==> src/rtl/mc_block_engine.sv <==
// Motion-compensation address engine: walks each BLKxBLK block, fetches its MV and emits
// write/reference pixel indices. Define MC_EDGE_CLAMP_EN to clamp reference coordinates to the frame edge.
module mc_block_engine #(
    parameter int unsigned BLK   = 4,
    parameter int unsigned DIM_W = 8,
    parameter int unsigned MV_W  = 8,
    parameter int unsigned IDX_W = 16
) (
    input  logic                    CLK,
    input  logic                    reset,
    input  logic                    start,
    input  logic [DIM_W-1:0]        height,
    input  logic [DIM_W-1:0]        width,
    output logic [IDX_W-1:0]        mv_index,
    input  logic signed [MV_W-1:0]  mvx,
    input  logic signed [MV_W-1:0]  mvy,
    output logic                    we,
    input  logic                    ready,
    output logic [IDX_W-1:0]        out_index,
    output logic [IDX_W-1:0]        ref_index,
    output logic                    oob,
    output logic                    done
);
    localparam int unsigned LB = $clog2(BLK);
    localparam int unsigned CW = DIM_W + LB + 2;
    localparam int unsigned PW = 2 * CW;

    typedef enum logic [2:0] {IDLE, FETCH, LOAD, RUN, DONE} state_t;
    state_t state, state_n;

    logic [DIM_W-1:0]       h_r, w_r, bx, by, nbx, nby;
    logic [LB-1:0]          px, py, lpx, lpy;
    logic signed [MV_W-1:0] mvx_r, mvy_r, mvx_s, mvy_s;
    logic                   acc, last_pix, last_blk, load_pix;
    logic [CW-1:0]          x_c, y_c;
    logic signed [CW-1:0]   fw_c, fh_c, mvx_e, mvy_e, rx, ry;
    logic                   oob_c;
    logic [IDX_W-1:0]       out_c, ref_c, nbi_c;

    always_ff @(posedge CLK or posedge reset) begin
        if (reset) state <= IDLE;
        else       state <= state_n;
    end

    // Next-state and handshake decode
    always_comb begin
        state_n  = state;
        acc      = (state == RUN) && we && ready;
        last_pix = (px == LB'(BLK - 1)) && (py == LB'(BLK - 1));
        last_blk = (bx == w_r - DIM_W'(1)) && (by == h_r - DIM_W'(1));
        load_pix = (state == LOAD) || (acc && !last_pix);
        case (state)
            IDLE:  if (start) state_n = ((height == '0) || (width == '0)) ? DONE : FETCH;
            FETCH: state_n = LOAD;
            LOAD:  state_n = RUN;
            RUN:   if (acc && last_pix) state_n = last_blk ? DONE : FETCH;
            DONE:  state_n = IDLE;
            default: state_n = IDLE;
        endcase
    end

    // Coordinates and indices of the pixel about to be presented
    always_comb begin
        if (state == LOAD) {lpy, lpx} = '0;
        else               {lpy, lpx} = {py, px} + (2 * LB)'(1);
        mvx_s = (state == LOAD) ? mvx : mvx_r;
        mvy_s = (state == LOAD) ? mvy : mvy_r;
        mvx_e = CW'(mvx_s);
        mvy_e = CW'(mvy_s);
        x_c   = CW'({bx, lpx});
        y_c   = CW'({by, lpy});
        fw_c  = CW'({w_r, LB'(0)});
        fh_c  = CW'({h_r, LB'(0)});
        rx    = $signed(x_c) - mvx_e;
        ry    = $signed(y_c) - mvy_e;
        oob_c = (rx < 0) || (ry < 0) || (rx >= fw_c) || (ry >= fh_c);
        out_c = IDX_W'(PW'(y_c) * PW'($unsigned(fw_c)) + PW'(x_c));
        ref_c = '0;
`ifdef MC_EDGE_CLAMP_EN
        begin
            logic [CW-1:0] rxc, ryc;
            rxc = (rx < 0) ? '0 : (rx >= fw_c) ? $unsigned(fw_c - CW'(1)) : $unsigned(rx);
            ryc = (ry < 0) ? '0 : (ry >= fh_c) ? $unsigned(fh_c - CW'(1)) : $unsigned(ry);
            ref_c = IDX_W'(PW'(ryc) * PW'($unsigned(fw_c)) + PW'(rxc));
        end
`else
        if (!oob_c)
            ref_c = IDX_W'(PW'($unsigned(ry)) * PW'($unsigned(fw_c)) + PW'($unsigned(rx)));
`endif
        nbx   = (bx == w_r - DIM_W'(1)) ? '0 : bx + DIM_W'(1);
        nby   = (bx == w_r - DIM_W'(1)) ? by + DIM_W'(1) : by;
        nbi_c = IDX_W'(PW'(nby) * PW'(w_r) + PW'(nbx));
    end

    // Registered datapath and outputs
    always_ff @(posedge CLK or posedge reset) begin
        if (reset) begin
            h_r <= '0; w_r <= '0; bx <= '0; by <= '0; px <= '0; py <= '0;
            mvx_r <= '0; mvy_r <= '0;
            mv_index <= '0; out_index <= '0; ref_index <= '0;
            we <= 1'b0; oob <= 1'b0; done <= 1'b0;
        end else begin
            done <= (state_n == DONE);
            we   <= (state_n == RUN);
            if (state == IDLE && start) begin
                h_r <= height; w_r <= width;
                bx <= '0; by <= '0;
                mv_index <= '0;
            end
            if (state == LOAD) begin
                mvx_r <= mvx;
                mvy_r <= mvy;
            end
            if (load_pix) begin
                px <= lpx; py <= lpy;
                out_index <= out_c;
                ref_index <= ref_c;
                oob       <= oob_c;
            end
            if (acc && last_pix && !last_blk) begin
                bx <= nbx; by <= nby;
                mv_index <= nbi_c;
            end
        end
    end
endmodule
==> config.mk <==
export PLATFORM = sky130hd
export DESIGN_NAME = mc_block_engine
export DESIGN_NICKNAME = d
export VERILOG_FILES = /design/src/rtl/mc_block_engine.sv
export SDC_FILE = /design/constraint.sdc
export NUM_CORES = 1
export LEC_CHECK = 0
export ABC_CLOCK_PERIOD_IN_PS = 6100
export BUFFER_PORTS_ARGS = -buffer_cell sky130_fd_sc_hd__buf_2
export CORE_UTILIZATION = 40
export DETAILED_ROUTE_END_ITERATION = 7
export GPL_TIMING_DRIVEN = 0
export PLACE_DENSITY = 0.69
export SLEW_MARGIN = 20
export SYNTH_ARGS = -nofsm -noshare
export SYNTH_HDL_FRONTEND = slang
export SYNTH_SLANG_ARGS = --single-unit
==> constraint.sdc <==
create_clock -name CLK -period 6.1 [get_ports CLK]
set_input_delay 0 -clock CLK [delete_from_list [all_inputs] [get_ports CLK]]
set_output_delay 0 -clock CLK [all_outputs]
set_load 0.1 [all_outputs]
# Word level (Yosys, flattened, before mapping)
# Cells that the tools add are included.
dict set report word_totals {
  ff_bits 106
  inputBits 36
  out_inout_bits 51
  wordCells 77
}
dict set report classes {
  add_sub_neg 10
  multipliers 3
  order_cmp 4
  n_eq_ne 9
  muxes 17
  reduce_logical 19
}
# operator count
set op_table {}
lappend op_table {{8-bit 2-to-1 mux} 7}
lappend op_table {{16-bit 2-to-1 mux} 3}
lappend op_table {{12-bit by 11-bit >= comparator with 1-bit output} 2}
lappend op_table {{12-bit by 1-bit less-than comparator with 1-bit output, second input constant} 2}
lappend op_table {{11-bit by 8-bit subtractor with 12-bit output} 2}
lappend op_table {{16-bit by 10-bit adder with 16-bit output} 1}
lappend op_table {{16-bit by 12-bit adder with 16-bit output} 1}
lappend op_table {{16-bit by 8-bit adder with 16-bit output} 1}
lappend op_table {{8-bit by 1-bit adder with 8-bit output, second input constant} 2}
lappend op_table {{8-bit == test} 2}
lappend op_table {{8-bit zero test} 2}
lappend op_table {{8-bit by 8-bit multiplier with 16-bit output} 1}
lappend op_table {{8-bit by 1-bit subtractor with 8-bit output, second input constant} 2}
lappend op_table {{10-bit by 8-bit multiplier with 14-bit output} 1}
lappend op_table {{12-bit by 8-bit multiplier with 14-bit output} 1}
lappend op_table {{3-bit 2-to-1 mux} 4}
lappend op_table {{3-bit case mux with 4 select lines} 1}
lappend op_table {{3-bit by 2-bit == test with 1-bit output, second input constant} 3}
lappend op_table {{1-bit logical AND} 8}
lappend op_table {{1-bit logical OR} 5}
lappend op_table {{4-bit by 1-bit adder with 4-bit output, second input constant} 1}
lappend op_table {{2-bit == test, second input constant} 2}
lappend op_table {{2-bit 2-to-1 mux} 2}
lappend op_table {{3-bit by 1-bit == test with 1-bit output, second input constant} 1}
lappend op_table {{4 further kinds} 5}

# Depth between registers and ports, before layout
dict set report logic_depth {
  depth_word 8
  ltp_mapped 32
  depth_no_buf 30
}

# Worst setup path after synthesis
# No wires, ideal clock.
dict set report synth_path {
  kind {register to register}
  from {register out_index[0] (netlist name)}
  to {register ref_index[15]}
  setup_time_ns 0.125
  arrival_ns 6.997
  t_required_ns 5.975
  slack_ns -1.021
  stages_incl_launch_ff 30
  n_path_buf 0
  period_less_slack_ns 7.121
  path_cell_list {dfrtp_1 > ha_1 > xnor2_1 > nor2_1 > clkinv_1 > ha_1 > fa_1 > nor2b_1 > o21a_1 > nor2_1 > xnor2_1 > nand2_1 > fa_1 > fa_1 > inv_1 > fa_1 > inv_1 > fa_1 > inv_1 > ha_1 > nand2_1 > o21ai_0 > nor2_1 > xnor2_1 > ha_1 > o21a_1 > o21a_1 > o2111ai_1 > xnor2_1 > o21ai_1}
}
# element line_no
set synth_lines {}
lappend synth_lines {{end signal, assigned} 117} ;# ref_index <= ref_c;
lappend synth_lines {{end, declared} 20} ;# output logic [IDX_W-1:0] ref_index,

# Worst setup path in the final report
dict set report layout_path {
  from {register w_r[2]}
  to {register mv_index[15]}
}
dict set report layout_via {
  elab_chain_len 6
  word_cells_on_any_way 11
  classes_between {2 x add/sub; 1 x mul; 1 x eq/ne; 3 x mux; 4 x reduce/logical}
}
# element line_no
set layout_lines {}
lappend layout_lines {{start, declared} 31} ;# logic [DIM_W-1:0] h_r, w_r, bx, by, nbx, nby;
lappend layout_lines {{start signal, assigned} 106} ;# h_r <= height; w_r <= width;
lappend layout_lines {{8-bit by 1-bit subtractor with 8-bit output} {50, 90, 91}}
lappend layout_lines {{8-bit == test} {50, 90, 91}}
lappend layout_lines {{8-bit 2-to-1 mux or 1-bit logical AND (tied branches)} {91, 50}}
lappend layout_lines {{8-bit by 8-bit multiplier with 16-bit output or 1-bit zero test (tied branches)} {92, 120}}
lappend layout_lines {{16-bit by 8-bit adder with 16-bit output or 1-bit logical AND (tied branches)} {92, 120}}
lappend layout_lines {{16-bit 2-to-1 mux or 2-bit nonzero test (tied branches)} --}
lappend layout_lines {{end signal, assigned} 122} ;# mv_index <= nbi_c;
lappend layout_lines {{end, declared} 14} ;# output logic [IDX_W-1:0] mv_index,
# Several ways; a longest one is shown, not always the timed one.
# A chain may end at the register's enable or synchronous reset.

==> flow_summary.ini <==
[sta]
setup_violations = 11
max_freq_ghz = 0.152
slew_headroom_pct = 34.9
hold_violations = 0
finalCritPeriodShare_pct = 108
post-route-worst-setup-slack_ps = -481
min_period_ps = 6580
tightest_slew_ps = 976
fin_worst_skew_ps = 13.6
rsz0062_at_grt = true
drv_slew = 0

[setup_path]
r2r_start = w_r[2]
critPathLaunch = w_r[2]
crit_fanout = 4
cp_slowest_cell = fa_1
cp-start-kind = flip-flop
endpoint_kind = flip-flop
ff2ff_path_depth = 29
worst-path-stages = 29
r2r_slack_ps = -480
timing.rr.end = mv_index[15]
critPathTopFamily = adder cells
timing.critical_path.mode_cell = fa_1
crit_end = mv_index[15]
slowest_delay_ps = 530
crit_required_ps = 6340
critPathKind = reg -> reg
worst-path-buf-inv = 6
cp_data_arrival_time_ps = 6820

[clock_network]
cts_htree_levels = 3
cts_buffer_depth = 2
clkLatencyLatePin_ps = 370
cts_tree = yes
cts.sinks = 104
clk_pin_slew_ps = 80
numCtsBuffers = 9
cts_root_buf = clkbuf_16

[layout]
drive_gt1_share_pct = 22.6
finalNonFillerCells = 2191
fill_cells = 2896
diodes = 0
fin_nets = 2063
syn2layout_area_growth_pct = 25.8
mostFrequentLayoutCell = inv_1
largest_registers = mv_index (16), out_index (16), ref_index (16)
final_cell_mix = 202 x inv_1, 182 x nand2_1, 133 x fa_1

[die]
die_h_um = 184
die_area_mm2 = 0.0340
core_mm2 = 0.0326
pin_count = 87
start_util_pct = 40.8
dieWidth_um = 184
rows = 66

[routing]
drt_iter0_markers = 763
ant_nets = 0
post_drt_wl_per_cell_um = 17.6
route.detailed.drc = 0
wirelength_um = 38500
via_count = 11500
avgViaCountPerCell = 5.25
drtPass1Iterations = 5

[yosys]
synth-edff-count = 0
synth_ff_type = dfrtp_1
syn_area_per_cell_um2 = 8.72
yosysUniqueCellTypes = 67
synth_fp_nets = 1844
syn_inst = 1525
ys_ff_latch = 104
synthArstFlopShare_pct = 100
syn_area_mm2 = 0.0133
yosysWarnings = 0
synth_seq_area_share_pct = 19.6

[global_routing]
grt_pass1_vias = 11900
track_usage_pct = 23.1
grt_pass1_wl_um = 60900
grt_max_degree = 76
antenna_found_initial = 0
grt_overflow_total = 0

[place]
dp.cells = 2054
io_buffers = 86
gp_congestion = 0.910
dp_hpwl_um = 28100

[worst_hold_path]
hold_start = start
hp-class = in -> reg

[outcome]
failed_checks = negative setup slack
outcome = finished with violations

[run]
max_cap_viol_count = 0
==> Yosys cell counts, types with 3 or more instances <==
master     number  area share, %
a21boi_0        5           0.28
a21o_1         15           0.85
a21oi_1        45            1.7
a31oi_1         3           0.14
and2_1         65            3.1
and3_1          4           0.19
buf_1           4           0.11
buf_2           9           0.34
clkbuf_1       42            1.2
clkinv_1        3          0.085
dfrtp_1       104             20
fa_1          138             21
ha_1          145             14
inv_1         218            6.2
mux2_2          9           0.76
mux2i_1        18            1.4
nand2_1       198            5.6
nand2b_1       19           0.89
nand3_1        46            1.7
nor2_1        103            2.9
nor2b_1        10           0.47
nor3_1         28            1.1
nor4_1          8           0.38
o2111ai_1       3           0.20
o211ai_1        5           0.28
o21a_1         10           0.56
o21ai_0        76            2.9
o21ai_1        11           0.41
o21bai_1        9           0.51
o41ai_1         6           0.40
or2_2           6           0.28
xnor2_1        74            4.9
xnor2_2         5           0.61
xor2_1         38            2.5
==> timing repair <==
| item | CTS | global route |
|---|---|---|
| setup endpoints to repair | 20 | 17 |
| buffers inserted | 66 | 31 |
| cloned | 0 | 0 |
| endpoints found under the hold margin | 134 | 0 |
| resized for setup | 102 | 69 |
| pin swaps | 82 | 74 |
| hold buffers | 31 | 0 |
==> cell type report <==
| class | instances | area [um2] | share of cell area (%) |
|---|---|---|---|
| Multi-Input combinational cell | 1138 | 10500 | 63.0 |
| Timing Repair Buffer | 213 | 1550 | 9.24 |
| Clock buffer | 10 | 239 | 1.43 |
| Buffer | 54 | 283 | 1.69 |
| Inverter | 224 | 870 | 5.20 |
| Clock inverter | 6 | 90.1 | 0.538 |
| Sequential cell | 104 | 2610 | 15.6 |
| Tap cell | 442 | 553 | 3.31 |
==> worst min path at each step <==
stage	end	slack, ps	cells after the start
finish	state[0]	20	5
global route	done	60	4
CTS	mvy_r[4]	0.4	4
detailed placement	ref_index[0]	-20	2
global placement	mvy_r[6]	230	3
floorplan	h_r[0]	120	2
==> cells by family after synthesis <==
family / share of synthesized area [%]
mux: 2.12
buf+inv: 8.21
xor+xnor: 8.53
flops: 19.6
simple gates: 17.8
compound gates: 9.36
fa+ha+maj: 34.4
==> layer usage <==
layer  vias to the layer above  part of all wire, %  track usage [%]
li1                       5335                    -                -
met1                      5678                   42             29.0
met2                       384                   48             38.7
met3                       116                  6.1             4.62
met4                         0                  3.9             9.30
met5                         -                    0                0
==> per-stage QoR <==
step | utilization, % | setup TNS [ps] | hold slack (ps) | worst slack, ps | instance area (um2)
6_report | 51.3 | -3320 | 23.7 | -481 | 16700
5_1_grt | 51.3 | -6200 | 61.1 | -720 | 16700
4_1_cts | 49.8 | -2360 | 0.386 | -436 | 16300
3_3_place_gp | 44.6 | -13810 | 227 | -1410 | 14600
3_5_place_dp | 44.7 | -15580 | -17.8 | -1410 | 14600
2_1_floorplan | - | -1390 | 117 | -285 | 13600
==> worst min-delay path: cells and delay by family <==
family	cells	cell delay, ps
buffers and inverters	1	90
AOI/OAI and AO/OA	2	120
and+or+nand+nor	2	150
Power is not shown: default switching activity piles up to over one toggle a cycle in this logic, so the estimate is an artifact.
